<file path="config.mk">
export PLATFORM = sky130hd
export DESIGN_NAME = ctl_mni_op_fetch
export DESIGN_NICKNAME = d
export VERILOG_FILES = /design/src/rtl/ctl_mni_op_fetch.sv
export SDC_FILE = /design/constraint.sdc
export NUM_CORES = 1
export LEC_CHECK = 0
export CAP_MARGIN = 20
export CORE_ASPECT_RATIO = 1.25
export CORE_UTILIZATION = 45
export CTS_CLUSTER_DIAMETER = 200
export DETAILED_ROUTE_END_ITERATION = 10
export PLACE_DENSITY = 0.66
export SYNTH_ARGS = -nofsm -noshare
export SYNTH_HDL_FRONTEND = slang
export SYNTH_SLANG_ARGS = --single-unit
</file>
<file path="constraint.sdc">
create_clock -name clk_ni -period 2.85 [get_ports clk_ni]
set_input_delay 0.285 -clock clk_ni [delete_from_list [all_inputs] [get_ports clk_ni]]
set_output_delay 0.285 -clock clk_ni [all_outputs]
set_load 0.05 [all_outputs]
</file>
<file path="src/rtl/ctl_mni_op_fetch.sv">
`default_nettype none
// ============================================================================
// Module   : ctl_mni_op_fetch
// Purpose  : Fetches the 8 descriptor halfwords of the CTL MNI register block
//            on each operation-start pulse. Packs them into a 128-bit command
//            and queues it in a FIFO. Issues commands to the network engine
//            over valid/ready and tracks issued, not-yet-done commands.
// Revision : 1.0 - initial release
// ============================================================================
module ctl_mni_op_fetch #(
    parameter int FIFO_DEPTH      = 4,
    parameter int MAX_OUTSTANDING = 32
) (
    input  logic         clk_ni,
    input  logic         rst_ni,
    input  logic         i_op_start,
    output logic [3:0]   o_reg_rd_adr,
    input  logic [15:0]  i_reg_rd_data,
    output logic         o_cmd_valid,
    output logic [127:0] o_cmd_data,
    input  logic         i_cmd_ready,
    input  logic         i_cmd_done,
    output logic [5:0]   o_cpu_fifo_ops,
    output logic [5:0]   o_net_fifo_ops,
    output logic         o_busy,
    output logic         o_op_overflow,
    input  logic         i_err_clr
);

    localparam int         PW      = (FIFO_DEPTH > 1) ? $clog2(FIFO_DEPTH) : 1;
    localparam logic [5:0] DEPTH_C = 6'(FIFO_DEPTH);
    localparam logic [5:0] MAX_C   = 6'(MAX_OUTSTANDING);

    typedef enum logic [0:0] {
        IDLE  = 1'b0,
        FETCH = 1'b1
    } state_t;

    state_t          state;
    state_t          state_nx;
    logic [2:0]      idx;
    logic [15:0]     hw [7];
    logic [127:0]    mem [FIFO_DEPTH];
    logic [127:0]    push_data;
    logic [PW-1:0]   wr_ptr;
    logic [PW-1:0]   rd_ptr;
    logic [5:0]      occ;
    logic [5:0]      outst;
    logic            overflow;

    logic            fifo_full;
    logic            start_ok;
    logic            drop;
    logic            push;
    logic            pop;
    logic            done_ok;

    // Occupancy is evaluated before any same-edge pop, so a start racing
    // the pop of the last free slot is still treated as a full-FIFO drop.
    assign fifo_full   = (occ >= DEPTH_C);
    assign start_ok    = (state == IDLE) & i_op_start & ~fifo_full;
    assign drop        = i_op_start & ((state == FETCH) | fifo_full);
    assign push        = (state == FETCH) & (idx == 3'd7);
    assign o_cmd_valid = (occ != 6'd0) & (outst < MAX_C);
    assign pop         = o_cmd_valid & i_cmd_ready;
    assign done_ok     = i_cmd_done & (outst != 6'd0);

    assign o_reg_rd_adr   = (state == FETCH) ? {1'b0, idx} : 4'd0;
    assign o_busy         = (state == FETCH);
    assign o_cmd_data     = mem[rd_ptr];
    assign o_cpu_fifo_ops = occ;
    assign o_net_fifo_ops = outst;
    assign o_op_overflow  = overflow;

    // FSM state register
    always_ff @(posedge clk_ni or negedge rst_ni) begin
        if (!rst_ni) state <= IDLE;
        else         state <= state_nx;
    end

    // FSM next state: one fetch runs exactly eight cycles
    always_comb begin
        state_nx = state;
        case (state)
            IDLE:    if (start_ok) state_nx = FETCH;
            FETCH:   if (idx == 3'd7) state_nx = IDLE;
            default: state_nx = IDLE;
        endcase
    end

    // Fetch index and halfword capture; the last halfword goes straight to the FIFO
    always_ff @(posedge clk_ni or negedge rst_ni) begin
        if (!rst_ni) begin
            idx <= 3'd0;
            for (int k = 0; k < 7; k++) hw[k] <= 16'd0;
        end else if (start_ok) begin
            idx <= 3'd0;
        end else if (state == FETCH) begin
            idx <= idx + 3'd1;
            if (idx != 3'd7) hw[idx] <= i_reg_rd_data;
        end
    end

    // Assemble the command from captured halfwords plus the live last one
    always_comb begin
        push_data = '0;
        for (int k = 0; k < 7; k++) push_data[16*k +: 16] = hw[k];
        push_data[127:112] = i_reg_rd_data;
    end

    // Command FIFO storage and pointers; storage is cleared so the head reads 0 after reset
    always_ff @(posedge clk_ni or negedge rst_ni) begin
        if (!rst_ni) begin
            wr_ptr <= '0;
            rd_ptr <= '0;
            for (int k = 0; k < FIFO_DEPTH; k++) mem[k] <= '0;
        end else begin
            if (push) begin
                mem[wr_ptr] <= push_data;
                wr_ptr      <= wr_ptr + PW'(1);
            end
            if (pop) rd_ptr <= rd_ptr + PW'(1);
        end
    end

    // Occupancy and outstanding counters; simultaneous inc/dec cancel
    always_ff @(posedge clk_ni or negedge rst_ni) begin
        if (!rst_ni) begin
            occ   <= 6'd0;
            outst <= 6'd0;
        end else begin
            case ({push, pop})
                2'b10:   occ <= occ + 6'd1;
                2'b01:   occ <= occ - 6'd1;
                default: occ <= occ;
            endcase
            case ({pop, done_ok})
                2'b10:   outst <= outst + 6'd1;
                2'b01:   outst <= outst - 6'd1;
                default: outst <= outst;
            endcase
        end
    end

    // Sticky dropped-start flag; a new drop wins over a clear
    always_ff @(posedge clk_ni or negedge rst_ni) begin
        if (!rst_ni)        overflow <= 1'b0;
        else if (drop)      overflow <= 1'b1;
        else if (i_err_clr) overflow <= 1'b0;
    end

endmodule
`default_nettype wire

</file>
# Word level (Yosys, flattened, before mapping)
# Cells that the tools add are included.
totals:
  reg_bits: 645
  latchBits: 0
  ramBits: 0
  mem_bits_ro: 0
  wordCells: 80
  memories: 0
op_classes:
  n_addsub: 7
  multipliers: 0
  div: 0
  magnitude_cmp: 7
  n_eq_ne: 6
  n_shift: 0
  muxes: 19
  bitwise_logic: 14
  reduce_logical: 9
ops:
  columns: ["operator", "n"]
  rows:
  - ["bitwise mux 512 bit", 1]
  - ["two-way mux 128 bit", 3]
  - ["binary-select mux 128 bit (select 2 bit)", 1]
  - ["demux 128 bit (select 2 bit)", 1]
  - ["bitwise mux 112 bit", 1]
  - ["demux 16 bit (select 3 bit)", 1]
  - ["one-hot mux 6 bit (2 select lines)", 2]
  - ["two-way mux 16 bit", 1]
  - ["adder 6 x 1 -> 6 bit, second input constant", 2]
  - ["nonzero test 6 bit", 2]
  - ["subtractor 6 x 1 -> 6 bit, second input constant", 2]
  - ["two-way mux 3 bit", 3]
  - ["nonzero test 2 bit", 4]
  - ["AND 1 bit", 7]
  - ["greater-or-equal comparator 3 bit, second input constant", 2]
  - ["greater-or-equal comparator 6 x 3 -> 1 bit, second input constant", 1]
  - ["less-than comparator 6 bit, second input constant", 1]
  - ["NOT 2 -> 3 bit", 2]
  - ["adder 2 x 1 -> 2 bit, second input constant", 2]
  - ["equality test 2 x 1 -> 1 bit, second input constant", 2]
  - ["equality test 2 bit, second input constant", 2]
  - ["greater-or-equal comparator 4 bit, second input constant", 1]
  - ["less-than comparator 4 x 1 -> 1 bit, second input constant", 1]
  - ["two-way mux 1 bit", 4]
  - ["other kinds (10)", 13]

# Longest topological paths before layout
# Gate-level depths: netlist of run 1.
depth:
  word_depth: 6
  depth_mapped: 11
  mapped_depth_nobuf: 10

# Worst setup path before layout of run 1
# OpenSTA, ideal clock, no wires.
synth_path:
  path_type: "register -> register"
  startpoint: "register occ[3], in the netlist o_cpu_fifo_ops[3]"
  endpoint: "register occ[5], in the netlist o_cpu_fifo_ops[5]"
  setup_time_ps: 122
  arrival_ps: 3021
  t_required_ps: 2728
  setup_slack_ps: -293
  stages_incl_launch_ff: 9
  n_path_buf: 0
  synth_period_minus_slack_ps: 3143
  path_cell_list: "dfrtp_1 or4_4 o311a_4 ha_1 ha_1 o211ai_1 nor2_1 mux2_2 a2111oi_1"
synth_via:
  elab_chain_cells: 5
  word_cells_on_any_way: 9
  cone_classes: "add/sub (2); eq/ne (2); mux (1); bitwise (2); reduce/logical (2)"
synth_lines:
  columns: ["element", "line_no", "rtl"]
  rows:
  - ["start: declaration", "47", "logic [5:0] occ;"]
  - ["start signal: assignment", "133", "2'b10: occ <= occ + 6'd1;"]
  - ["start signal: assignment", "134", "2'b01: occ <= occ - 6'd1;"]
  - ["nonzero test 6 bit (*)", "64", "assign o_cmd_valid = (occ != 6'd0) & (outst < MAX_C);"]
  - ["AND 1 bit (*)", "64", null]
  - ["AND 1 bit (*)", "65", "assign pop = o_cmd_valid & i_cmd_ready;"]
  - ["via pop", "55", "logic pop;"]
  - ["equality test 2 x 1 -> 1 bit or equality test 2 bit (tied branches)", "132", "case ({push, pop})"]
  - ["one-hot mux 6 bit (2 select lines) or nonzero test 2 bit (tied branches)", null, null]
# Mark *: on every way through the listed nets, which the timed path passes. The rest lies on a longest branch.
# A chain may end at the register's enable or synchronous reset.

# Worst setup path in the final report of run 1
layout_path:
  startpoint: "register occ[2], in the netlist o_cpu_fifo_ops[2]"
  endpoint: "register outst[5], in the netlist o_net_fifo_ops[5]"
layout_via:
  elab_chain_cells: 5
  word_cells_on_any_way: 7
  cone_classes: "eq/ne (2); mux (1); bitwise (2); reduce/logical (2)"
layout_lines:
  columns: ["element", "line_no", "rtl"]
  rows:
  - ["nonzero test 6 bit (*)", "64", null]
  - ["AND 1 bit (*)", "64", null]
  - ["AND 1 bit (*)", "65", null]
  - ["via pop", "55", null]
  - ["equality test 2 x 1 -> 1 bit or equality test 2 bit (tied branches)", "137", "case ({pop, done_ok})"]
  - ["one-hot mux 6 bit (2 select lines) or nonzero test 2 bit (tied branches)", null, null]
  - ["end signal: assignment", "138", "2'b10: outst <= outst + 6'd1;"]
  - ["end signal: assignment", "139", "2'b01: outst <= outst - 6'd1;"]
  - ["end signal: assignment", "140", "default: outst <= outst;"]
  - ["end: declaration", "48", "logic [5:0] outst;"]
# Marks and branches as above.

==> results_dict.tcl, run 1 <==
set metrics [dict create \
    status "finished, final reports clean" \
    htree_levels 3 \
    hold_path.class "in2async" \
    grt_busiest_layer "met2" \
    drive_gt1_share_pct 57.3 \
    nFillCells 4893 \
    fin_crit_sh_pct 97.0 \
    tightest_slew_ns 1.04 \
    crit_type "reg2reg" \
    synthFlopType "dfrtp_1" \
    portBuffers 167 \
    reg2reg_slack_ns 0.09 \
    initial_utilization_pct 45.5 \
    area_growth_pct 18.2 \
    synthCells 1646 \
    ys_types 49 \
    drcViolationCount 0 \
    drt_iter0_drc 696 \
    numCtsBuffers 66 \
    seq_area_sq_um 16200 \
    setup_viol 0 \
    crit_arrival_ns 3.24 \
    use_met3_pct 3.73 \
    first_pass_iters 5 \
    setup.worst_path.start_class "flop" \
    synth_edf_count 0 \
    grt_pass1_vias 16600 \
    nets 1869 \
    cts.sinks 645 \
    rows 101 \
    min_period_ns 2.76 \
    cts_tree "built" \
    clockBufferDepth 3 \
    clock_latency_ns 0.60 \
    synth_area_leader_cell "dfrtp_1" \
    syn_nets 1686 \
    pin_count 169 \
    synth.top_cell.area_share_pct 58.4 \
    synth_seq_cells 645 \
    wl_per_cell_microns 23.5 \
    grt_max_degree 71 \
    rsz0062_at_grt "yes" \
    chipHeight_microns 279 \
    crit_end "o_net_fifo_ops[5]$_DFFE_PN0P_" \
    grt_pass1_wl_mm 100 \
    leakagePower_nw 15.0 \
    synth.area.top_cells "dfrtp_1 (58%), mux2_2 (26%), mux4_2 (10%), buf_2 (1.3%), ha_1 (0.72%)" \
    avgSynthCellArea_sq_um 16.8 \
    clock.fmax_mhz 362 \
    power.density_nw_per_um2 1270 \
    vias_per_cell 5.51 \
    final_util_pct 53.7 \
    finalWirelength_mm 63.5 \
    relSlewSlack_pct 30.4 \
    stdcell_count 2697 \
    cts_root_buffer "clkbuf_16" \
    grt_usage_pct 21.2 \
    hpwl_mm 38.7 \
    cp_max_fo 7 \
    reg2reg_from "o_cpu_fifo_ops[2]$_DFFE_PN0P_" \
    ys_warn_count 0 \
    grt-ovfl-total 0 \
    crit_path_end_kind "flop" \
    netlist_area_sq_um 27600 \
    clk_pin_slew_ns 0.06 \
    slew_violations 0 \
    timing.rr.end "o_net_fifo_ops[5]$_DFFE_PN0P_" \
    drtAntennaViolNets 0 \
    die_area_sq_um 62400 \
    crit_required_ns 3.33 \
    hold_viol_final 0 \
    grt_use_met2_pct 36.2 \
    dp.cells 2582 \
    vias 14900 \
    startpoint "o_cpu_fifo_ops[2]$_DFFE_PN0P_" \
    die_x_microns 224 \
    cap_violations 0 \
    reg2reg_depth 9 \
    place.gp.congestion 0.747 \
    gr-usage-met1_pct 27.1 \
    multi_input_area_sq_um 11100 \
    synth.yosys.seq_area_share_pct 58.4 \
    antenna_found_initial 9 \
    core-area_sq_um 60800 \
    max-vdd-ir-drop_mv 0.859 \
    postSynth.asyncResetShare_pct 100 \
    skew_ns 0.0204 \
]
[registers in the layout (all words and copies together) (netlist names)]
name and count:
mem 512, hw 112, o_cpu_fifo_ops 6, o_net_fifo_ops 6, idx 3, rd_ptr 2, wr_ptr 2, o_busy 1
o_op_overflow 1
[stage by stage]
step                      total power, mW  hold WS, ns  setup TNS, ns  worst slack [ns]  cell area (sq um)
after floorplan                      27.7      -0.0106        -0.0508           -0.0508              27800
after global placement               32.7        0.300              0            0.0599              30400
after detailed placement             33.3        0.304              0            0.0231              30400
after CTS                            41.8        0.251              0           0.00461              32600
after global routing                 43.6        0.293        -0.0334           -0.0334              32700
final                                41.4        0.265              0            0.0854              32700
[how the worst min path moves through the flow]
stage | to | startpoint | cells past startpoint
after global routing | o_op_overflow$_DFFE_PN0P_ | i_err_clr | 2
after global placement | mem[227]$_DFFE_PN0P_ | rst_ni | 1
after floorplan | hw[0]$_DFFE_PN0P_ | rst_ni | 0
after CTS | o_op_overflow$_DFFE_PN0P_ | i_err_clr | 2
after detailed placement | mem[227]$_DFFE_PN0P_ | rst_ni | 1
final | mem[227]$_DFFE_PN0P_ | rst_ni | 2
[where the power goes]
group | internal (mW) | switching, mW | total [mW]
sequential | 12.7 | 2.47 | 15.1
combinational | 7.82 | 9.88 | 17.7
clock | 5.07 | 3.47 | 8.55
total | 25.6 | 15.8 | 41.4
[kinds of logic after synthesis]
group           count (synthesis)  synth area share, %
other cells                     1               0.0136
mux                           754                 35.9
simple gates                   51                 1.24
buf+inv                       129                 2.25
flops                         645                 58.4
fa+ha+maj                      18                0.869
xor+xnor                       10                0.317
compound gates                 38                0.960
[cells in the mapped netlist, types with 2 or more instances]
library cell,count
dfrtp_1,645
mux2_2,626
mux4_2,128
buf_2,73
clkbuf_1,24
ha_1,16
inv_1,13
o21ai_0,13
nand2_1,10
buf_1,8
buf_4,6
a21oi_1,5
and2_1,5
nand2_2,5
nor2_1,5
nor2b_1,5
nor3b_1,5
xnor2_1,5
xor2_1,5
nand3_1,4
buf_6,3
a211oi_1,2
a21boi_0,2
a21o_1,2
a31o_2,2
fa_1,2
nand4b_1,2
o211ai_1,2
o21bai_1,2
o31ai_1,2
[critical path: stages, from the launching register on]
cell and delay [ns]:
dfrtp_2 0.44, or4_4 0.54, o311a_4 0.36, inv_2 0.08
ha_4 0.22, ha_4 0.23, o211ai_1 0.23, nor2_2 0.10
a21bo_2 0.21, a2111oi_2 0.26
[metal layers]
layer | vias to the layer above | routed length, microns | part of all wire [%]
li1 | 6460 | - | -
met1 | 8017 | 26600 | 42
met2 | 271 | 32000 | 50
met3 | 109 | 2850 | 4.5
met4 | 2 | 2050 | 3.2
met5 | - | 18 | 0.028
[area by class of cell]
class,instances,share of cell area (%)
tap,824,3.16
inverter,14,0.161
clock buffer,98,6.08
multi-input combinational,872,34.0
clock inverter,13,0.460
antenna,1,0.00766
timing repair buffer,230,6.70
sequential,645,49.5
[cells in the final DEF (no fill, tap or decap), types with 6 or more instances in the layout]
master	count
mux4_2	128
buf_12	22
dfrtp_1	640
o21ai_0	13
dlygate4sd2_1	16
clkbuf_1	14
clkbuf_16	70
ha_1	6
clkbuf_8	15
nand2_1	10
buf_4	150
clkdlybuf4s50_1	34
clkinv_2	7
mux2_2	625
ha_4	10
inv_1	12
[repair_timing]
| item | CTS | global route |
|---|---|---|
| setup buffers | 0 | 1 |
| hold buffers | 1 | 0 |
| cloned | 0 | 1 |
| endpoints found under the setup margin | 20 | 16 |
| hold endpoints to repair | 59 | 0 |
| pin swaps | 0 | 3 |
| gates resized for setup | 17 | 8 |
Power figures use the tool's default switching activity.
==> run 2, diff against run 1 <==
--- a/config.mk
+++ b/config.mk
@@ -7,6 +7,7 @@
 export LEC_CHECK = 0
 export CAP_MARGIN = 20
 export CORE_ASPECT_RATIO = 1.25
+export CORE_MARGIN = 5
 export CORE_UTILIZATION = 45
 export CTS_CLUSTER_DIAMETER = 200
 export DETAILED_ROUTE_END_ITERATION = 10
==> run 2 against run 1 <==
Against the previous run:
- core utilization increased by 0.29 points
- critical endpoint is now o_cmd_data[117]
- global-route usage shrank 1.3 points
- via count about the same
- non-clock buffer count grew 4
- combinational power barely moved
- register-to-register slack barely moved
- sequential share of layout area down 0.27 points
- setup slack is essentially flat
- cell area is 0.55% higher
- final cell count rose by 0.30%
- hold slack is essentially flat
- clock skew is 0.0014 ns lower
==> results_dict.tcl, run 2 (synthesized netlist as in run 1, its figures left out) <==
set metrics [dict create \
    status "finished, final reports clean" \
    max-vdd-ir-drop_mv 0.901 \
    grt_usage_pct 19.9 \
    reg2reg_from "o_cpu_fifo_ops[3]$_DFFE_PN0P_" \
    cp_num_cells 4 \
    grt_max_degree 104 \
    setup.worst_path.start_class "flop" \
    design_area_sq_um 32800 \
    portBuffers 167 \
    reg2reg_slack_ns 0.09 \
    die_area_sq_um 66500 \
    top_register "mem" \
    slew_violations 0 \
    area_growth_pct 18.8 \
    numCtsBuffers 67 \
    drcViolationCount 0 \
    crit_required_ns 2.57 \
    crit_arrival_ns 2.48 \
    leakagePower_nw 15.1 \
    clockBufferDepth 3 \
    reg_top3 "mem: 512 flops, hw: 112 flops" \
    grt-ovfl-total 0 \
    wl_per_cell_microns 23.9 \
    cap_violations 0 \
    reg2reg_depth 9 \
    cts_tree "built" \
    crit_path_end_kind "output pin" \
    cp_max_fo 35 \
    worst-path-buf-inv 3 \
    dp.cells 2579 \
    initial_utilization_pct 45.5 \
    num_antenna_cells 0 \
    crit_slowest_cell "dfrtp_4" \
    drive_gt1_share_pct 55.9 \
    cpPeakStageDelay_ns 0.59 \
    vias 14900 \
    setup_viol 0 \
    tightest_slew_ns 1.00 \
    relSlewSlack_pct 33.1 \
    cts_root_buffer "clkbuf_16" \
    clock_latency_ns 0.60 \
    cts.sinks 645 \
    largest_register_ffs 512 \
    crit_end "o_cmd_data[117]" \
    hpwl_mm 39.4 \
    chipHeight_microns 287 \
    first_pass_iters 6 \
    hold_viol_final 0 \
    finalWirelength_mm 64.7 \
    rows 101 \
    clock.fmax_mhz 362 \
    path_delay_family "buffers and inverters" \
    htree_levels 3 \
    timing.rr.end "o_net_fifo_ops[5]$_DFFE_PN0P_" \
    die_x_microns 232 \
    nets 1874 \
    vias_per_cell 5.49 \
    clk_pin_slew_ns 0.06 \
    antenna_found_initial 4 \
    final_common_cell "dfrtp_1" \
    hold_path.class "in2async" \
    skew_ns 0.0190 \
    dpl-instance-area_sq_um 30500 \
    core-area_sq_um 60800 \
    drt_iter0_drc 756 \
    tns_ns 0 \
    worstPathCellList "buf_12 > buf_6 > mux4_2 > buf_4" \
    stdcell_count 2705 \
    most-common-layout-cells "dfrtp_1 (640), mux2_2 (625), mux4_2 (128)" \
    power.density_nw_per_um2 1270 \
    startpoint "rd_ptr[1]$_DFFE_PN0P_" \
    place.gp.congestion 0.739 \
    fin_crit_sh_pct 97.0 \
    drtAntennaViolNets 0 \
    grt_pass1_wl_mm 102 \
    min_period_ns 2.76 \
    pin_count 169 \
    crit_type "reg2out" \
    rsz0062_at_grt "yes" \
    hold_slack_ns 0.265 \
    final_util_pct 54.0 \
    grt_pass1_vias 16600 \
]
run 2: cell types whose count changed in the layout (fill, tap and decap cells not counted), moves of 2 or more:
cell | previous run | this run
buf_12 | 22 | 28
clkdlybuf4s50_1 | 34 | 37
clkinv_2 | 7 | 11
clkinv_8 | 0 | 2
clkbuf_1 | 14 | 10
dlygate4sd2_1 | 16 | 46
clkinv_4 | 0 | 2
buf_4 | 150 | 116
run 2: layer usage:
metal	track usage, %	vias up	wire, microns
met5	0	-	0
met4	4.80	0	1080
met3	3.47	62	2840
met2	34.1	227	33400
met1	26.8	8112	27300
li1	-	6461	-
run 2: worst min path at each step:
stage,cells after the start,start,end,slack (ns)
6_report,2,rst_ni,mem[278]$_DFFE_PN0P_,0.27
5_1_grt,2,i_err_clr,o_op_overflow$_DFFE_PN0P_,0.25
4_1_cts,2,i_err_clr,o_op_overflow$_DFFE_PN0P_,0.23
3_5_place_dp,1,rst_ni,mem[278]$_DFFE_PN0P_,0.33
3_3_place_gp,1,rst_ni,mem[150]$_DFFE_PN0P_,0.32
2_1_floorplan,0,rst_ni,hw[0]$_DFFE_PN0P_,-0.01
run 2: layout make-up:
| cell class | count | area [sq um] |
|---|---|---|
| clock buffer | 93 | 1960 |
| clock inverter | 23 | 236 |
| fill | 4831 | 27900 |
| inverter | 14 | 52.6 |
| multi-input combinational | 872 | 11100 |
| sequential | 645 | 16200 |
| tap | 824 | 1030 |
| timing repair buffer | 234 | 2330 |
run 2: worst reg2reg max path, delay by kind of cell (launching register included):
family,cells,cell delay [ns]
AO/OA/AOI/OAI,5,1.22
adder cells (fa/ha/maj),2,0.39
buffers and inverters,1,0.08
flip-flops,1,0.44
AND/OR/NAND/NOR,1,0.53
run 2: power breakdown:
part,internal (mW),switching (mW)
Combinational,7.88,10.1
Clock,5.09,3.61
Sequential,12.7,2.38
run 2: timing repair:
| item | CTS | global route |
|---|---|---|
| hold buffers | 1 | 0 |
| resized for setup | 49 | 4 |
| endpoints found under the hold margin | 58 | 0 |
| pin swaps | 3 | 2 |
| gates cloned | 1 | 0 |
| setup endpoints to repair | 104 | 4 |
| buffers inserted | 6 | 2 |
run 2: per-stage QoR:
stage	worst slack [ns]	power, mW
finish	0.0852	41.7
floorplan	-0.0508	27.7
global placement	0.0388	33.0
global route	-0.0679	43.9
detailed placement	-0.0281	33.5
CTS	0.0119	42.2
